--- config.mk ---
export PLATFORM = sky130hd
export DESIGN_NAME = univ_shift_reg
export DESIGN_NICKNAME = d
export VERILOG_FILES = /design/src/rtl/univ_shift_reg_pkg.sv /design/src/rtl/shift_cnt.sv /design/src/rtl/univ_shift_reg.sv
export SDC_FILE = /design/constraint.sdc
export NUM_CORES = 1
export LEC_CHECK = 0
export ABC_AREA = 1
export CORE_UTILIZATION = 48
export DETAILED_ROUTE_END_ITERATION = 8
export GPL_TIMING_DRIVEN = 0
export PLACE_DENSITY = 0.8
export SLEW_MARGIN = 20
export SYNTH_ARGS = -nofsm -noshare
export SYNTH_HDL_FRONTEND = slang
export SYNTH_SLANG_ARGS = --single-unit
--- constraint.sdc ---
create_clock -name clk -period 3.65 [get_ports clk]
set_clock_uncertainty 0.2 [all_clocks]
set_input_delay 0.365 -clock clk [delete_from_list [all_inputs] [get_ports clk]]
set_output_delay 0.365 -clock clk [all_outputs]
set_load 0.02 [all_outputs]
--- src/rtl/univ_shift_reg_pkg.sv ---
// Mode encodings shared by the universal shift register and its bench.
package univ_shift_reg_pkg;

  localparam logic [2:0] MODE_HOLD  = 3'b000;
  localparam logic [2:0] MODE_LOAD  = 3'b001;
  localparam logic [2:0] MODE_SHL   = 3'b010;
  localparam logic [2:0] MODE_SHR   = 3'b011;
  localparam logic [2:0] MODE_ROL   = 3'b100;
  localparam logic [2:0] MODE_ROR   = 3'b101;
  localparam logic [2:0] MODE_ASR   = 3'b110;
  localparam logic [2:0] MODE_CLEAR = 3'b111;

endpackage

--- src/rtl/shift_cnt.sv ---
// Saturating count of shifts since the last load/clear, with a registered done flag.
module shift_cnt #(
  parameter int WIDTH = 4,
  parameter int CW    = $clog2(WIDTH + 1)
) (
  input  logic          clk,
  input  logic          rst,
  input  logic          clr,
  input  logic          inc,
  output logic [CW-1:0] cnt,
  output logic          done
);

  localparam logic [CW-1:0] CNT_MAX = CW'(WIDTH);

  logic [CW-1:0] cnt_q, cnt_d;
  logic          done_q, done_d;

  always_comb begin
    cnt_d = cnt_q;
    if (clr) begin
      cnt_d = '0;
    end else if (inc && (cnt_q != CNT_MAX)) begin
      cnt_d = cnt_q + 1'b1;
    end
    // done is computed from the next count so it rises on the same edge cnt reaches WIDTH.
    done_d = (cnt_d == CNT_MAX);
  end

  always_ff @(posedge clk or posedge rst) begin
    if (rst) begin
      cnt_q  <= '0;
      done_q <= 1'b0;
    end else begin
      cnt_q  <= cnt_d;
      done_q <= done_d;
    end
  end

  assign cnt  = cnt_q;
  assign done = done_q;

endmodule

--- src/rtl/univ_shift_reg.sv ---
// Universal shift register: load, shift, rotate, arithmetic shift and clear, with shift counter.
module univ_shift_reg
  import univ_shift_reg_pkg::*;
#(
  parameter int               WIDTH   = 4,
  parameter logic [WIDTH-1:0] RST_VAL = '0,
  parameter int               CW      = $clog2(WIDTH + 1)
) (
  input  logic             clk,
  input  logic             rst,
  input  logic             en,
  input  logic [2:0]       mode,
  input  logic [WIDTH-1:0] a,
  input  logic             sin_l,
  input  logic             sin_r,
  output logic [WIDTH-1:0] q,
  output logic             sout_l,
  output logic             sout_r,
  output logic [CW-1:0]    cnt,
  output logic             done
);

  logic [WIDTH-1:0] q_q, q_d;
  logic             cnt_clr, cnt_inc;

  always_comb begin
    q_d     = q_q;
    cnt_clr = 1'b0;
    cnt_inc = 1'b0;
    if (en) begin
      unique case (mode)
        MODE_HOLD:  q_d = q_q;
        MODE_LOAD:  begin q_d = a;                             cnt_clr = 1'b1; end
        MODE_SHL:   begin q_d = {q_q[WIDTH-2:0], sin_r};       cnt_inc = 1'b1; end
        MODE_SHR:   begin q_d = {sin_l, q_q[WIDTH-1:1]};       cnt_inc = 1'b1; end
        MODE_ROL:   begin q_d = {q_q[WIDTH-2:0], q_q[WIDTH-1]}; cnt_inc = 1'b1; end
        MODE_ROR:   begin q_d = {q_q[0], q_q[WIDTH-1:1]};      cnt_inc = 1'b1; end
        MODE_ASR:   begin q_d = {q_q[WIDTH-1], q_q[WIDTH-1:1]}; cnt_inc = 1'b1; end
        MODE_CLEAR: begin q_d = '0;                            cnt_clr = 1'b1; end
        default:    q_d = q_q;
      endcase
    end
  end

  always_ff @(posedge clk or posedge rst) begin
    if (rst) begin
      q_q <= RST_VAL;
    end else begin
      q_q <= q_d;
    end
  end

  shift_cnt #(
    .WIDTH (WIDTH),
    .CW    (CW)
  ) u_shift_cnt (
    .clk  (clk),
    .rst  (rst),
    .clr  (cnt_clr),
    .inc  (cnt_inc),
    .cnt  (cnt),
    .done (done)
  );

  assign q      = q_q;
  // Serial outputs are unregistered so the outgoing bit is visible before the shift edge.
  assign sout_l = q_q[WIDTH-1];
  assign sout_r = q_q[0];

endmodule

==> results by stage <==
Status:
- The flow ran to the end, and the final reports show no timing, DRC or antenna violations.

Logic synthesis:
- The post-synthesis sequential element count is 8.
- Dividing the synthesized area by the synthesized cell count gives 6.714 um2.
- The synthesized net count is 115.
- The synthesized netlist devotes 6.458% of its cell area to compound gates.
- Of the total synthesized cell area, the portion taken by full adders, half adders and majority gates is 3.690%.
- The multiplexer area fraction after synthesis is 0%.
- After Yosys synthesis, and, or, nand and nor cells account for 45.94% of the synthesized area.
- The share of the synthesized netlist area taken by xor and xnor gates is 0%.
- The share of synthesized area occupied by flip-flops and latches is 29.52%.
- The gate count after technology mapping is 101.
- Counting distinct cell types in the post-synthesis netlist gives 18.
- The Yosys step of the flow raised 0 warnings.
- The combinational family with the most area after synthesis is simple AND/OR/NAND/NOR gates.
- The synthesized netlist occupies a cell area of 678.2 um2.

Power and ir drop:
- Net switching is 37.82% of the power.
- The total leakage power is 0.4886 nW.
- Power spread over the standard cell area amounts to 397.7 nW/um2.
- The peak supply drop is 0.2930 mV.
- The clock network accounts for 16.5% of the total power.
- The total internal power is 0.2274 mW.
- The net switching power is 0.1383 mW.
- The power share of the sequential group is 34.2%.
- The proportion of power drawn by combinational gates is 49.4%.

STA:
- The worst path uses 52.90% of the clock period.
- The worst path needs 1.931 ns of the cycle, external delays included.
- The worst max-slew margin expressed relative to the limit is 80.64%.
- The smallest hold slack is 0.1635 ns.
- The final setup violation count is 0.
- The final sum of negative setup slack is 0 ns.
- The final number of hold-violating endpoints is 0.
- Setup repair after global routing left no endpoint under its margin.
- Derived from the worst setup path, the maximum achievable clock frequency is 517.9 MHz.
- For the pin with the worst max-slew slack, the measured transition is 0.2896 ns.
- The number of pins exceeding their max-slew limit in the final report is 0.

GRT:
- Entering global routing, the biggest net connects 11 pins.
- After global routing the overflow that remains totals 0.
- The via count of the first global-routing pass came to 562.
- Global routing used 21.20% of the available tracks across all layers.
- The number of antenna violations at the first check in global routing came to 0.
- The wire length of the first global-routing pass is 2194 um.

Setup path:
- In this design, the largest share of critical-path delay is due to buffers and inverters.
- The endpoint identified for the worst register-to-register timing path is u_shift_cnt.done.
- The worst setup path is launched from a flop.
- The worst path required time is 3.08 ns.
- Setup slack on the worst reg-to-reg path comes out at 2.19 ns.
- The arrival time at the worst endpoint is 1.37 ns.
- Walking the worst path, the cells encountered are buf_4 > clkdlybuf4s50_1.
- The sort of element at the end of the critical path is an output pin.
- The launching element of the worst setup path is q[3].
- The worst stage delay on the critical path is 0.58 ns.
- The critical setup path kind is reg -> out.
- The buffering stage count on the worst path with inverters included is 2.
- The largest individual stage delay along the critical path comes from the cell clkdlybuf4s50_1.
- In this run the critical register-to-register path is launched from u_shift_cnt.cnt[0].
- The number of cells on the worst reg-to-reg path is 9.
- Of all nets on the critical path, the largest fanout is 5.

Placement:
- At the end of routability-driven placement, the weighted congestion stood at 0.8041.
- The final HPWL from detailed placement is 1154 um.
- Port buffering added 20 buffers.
- The post-detailed-placement cell area is 897.1 um2.

Route:
- The initial DRC count is 16.
- Dividing the detail-routed via count by the number of cells gives 4.856.
- The routed wire length per instance is 9.734 um.
- The post-route antenna net violation count is 0.
- After detailed routing, the number of remaining DRC violations is 0.
- The routed design has 1353 um of wire.
- The via count is 675.
- The count of TritonRoute iterations in the first routing pass is 4.

Floorplan:
- Pin placement for this block handled 22 I/O pins.
- The core region is 1301 um2.
- The die boundary width is 39.59 um.
- The initial utilization of the core area, before any placement, comes to 52.12%.
- The floorplan has 13 rows.
- In this run the vertical extent of the chip is 39.59 um.
- The total die area is 1567 um2.

Layout:
- Leaving out fill and tap cells, the most frequent cells in the layout are 33 x nand2_1, 20 x clkdlybuf4s50_1, 14 x inv_1.
- Cells with a size suffix above 1 make up 17.74% of the layout.
- Relative to the synthesized area, the layout overhead comes to 35.61%.
- The library cell used most frequently in the layout, excluding fill and tap cells, is nand2_1.
- The number of nets in the final layout is 140.
- The number of antenna diodes in the final layout is 0.
- After routing the design area is 919.6 um2.

CTS:
- The clock net in this run drives a total of 8 sinks.
- The hold buffer count at cts is 0.
- The largest buffer count on any clock path is 2.
- The H-tree depth is 1.
- The worst-skew pair later-pin latency is 0.24 ns.
- The root buffer cell is clkbuf_4.
- The TritonCTS clock tree is yes.
- The number of buffers created by CTS is 3.
- The clock input transition at the sequential cells of the worst setup and hold paths is 0.05 ns.
- After clock tree synthesis, the repair step resized 0 gates.
- The buffers inserted during post-CTS setup optimization is 0.

Run:
- The max-capacitance violation count is 0.

Worst hold path:
- The worst hold path class is in -> async.
layer usage:
| layer | share of wire, % | vias up | wire length [um] | track usage [%] |
|---|---|---|---|---|
| met2 | 49 | 16 | 659 | 31.56 |
| met1 | 46 | 297 | 624 | 28.67 |
| met5 | 0 | - | 0 | 0 |
| li1 | - | 362 | - | - |
| met3 | 5.1 | 0 | 69 | 3.409 |
| met4 | 0 | 0 | 0 | 12.07 |
power groups by stage:
stage / clock, mW / sequential [mW] / combinational (mW)
global placement: 0 / 0.126 / 0.178
floorplan: 0 / 0.147 / 0.0882
global route: 0.0661 / 0.127 / 0.204
finish: 0.0602 / 0.125 / 0.181
CTS: 0.0633 / 0.125 / 0.183
detailed placement: 0 / 0.127 / 0.182
area by class of cell:
type	instances	area [um2]
repair buffers	20	200.2
inverters	17	63.81
multi-input cells	72	380.4
well taps	15	18.77
plain buffers	4	33.78
flip-flops and latches	8	200.2
fillers	116	381.6
clock buffers	3	22.52
sequential cells by signal, summed over array words and instances (netlist names):
signal and count:
u_shift_cnt.done 1, u_shift_cnt.cnt 3, q 4
synthesized netlist by cell type:
cell / n / area (um2)
nand2_2: 1 / 6.260
inv_1: 14 / 52.55
nand4_1: 5 / 31.28
nor2_4: 1 / 11.26
o21ai_1: 1 / 5.000
o21ai_2: 2 / 17.52
dfrtp_1: 8 / 200.2
nor2_1: 11 / 41.29
ha_1: 2 / 25.02
inv_2: 3 / 11.26
a21oi_4: 1 / 16.27
buf_4: 3 / 22.52
nand3_1: 7 / 35.03
o21ai_0: 1 / 5.000
nand2_1: 33 / 123.9
nor2_2: 2 / 12.51
buf_6: 1 / 11.26
nand3_2: 5 / 50.05
logic make-up (layout without fill, tap and decap cells):
| kind of cell | after synthesis | in the layout |
|---|---|---|
| DFF | 8 | 8 |
| adders and majority gates | 2 | 2 |
| AOI/OAI and AO/OA | 5 | 5 |
| buffers and inverters | 21 | 44 |
| and+or+nand+nor | 65 | 65 |
metrics by stage:
stage / cells / power, mW / util, % / setup WS [ns]
3_5_place_dp: 136 / 0.3087 / 68.94 / 1.754
6_report: 139 / 0.3657 / 70.67 / 1.719
2_1_floorplan: 101 / 0.2347 / - / 2.158
4_1_cts: 139 / 0.3709 / 70.67 / 1.711
3_3_place_gp: 136 / 0.3036 / 68.94 / 1.743
5_1_grt: 139 / 0.3977 / 70.67 / 1.671
worst max path at each step:
stage | endpoint | slack (ns) | depth (start not counted)
after detailed placement | q[2] | 1.75 | 8
after global placement | q[2] | 1.74 | 8
after CTS | q[3] | 1.71 | 2
final | q[3] | 1.72 | 2
after global routing | q[3] | 1.67 | 2
after floorplan | u_shift_cnt.done | 2.16 | 9
(Power assumes the default switching activity.)
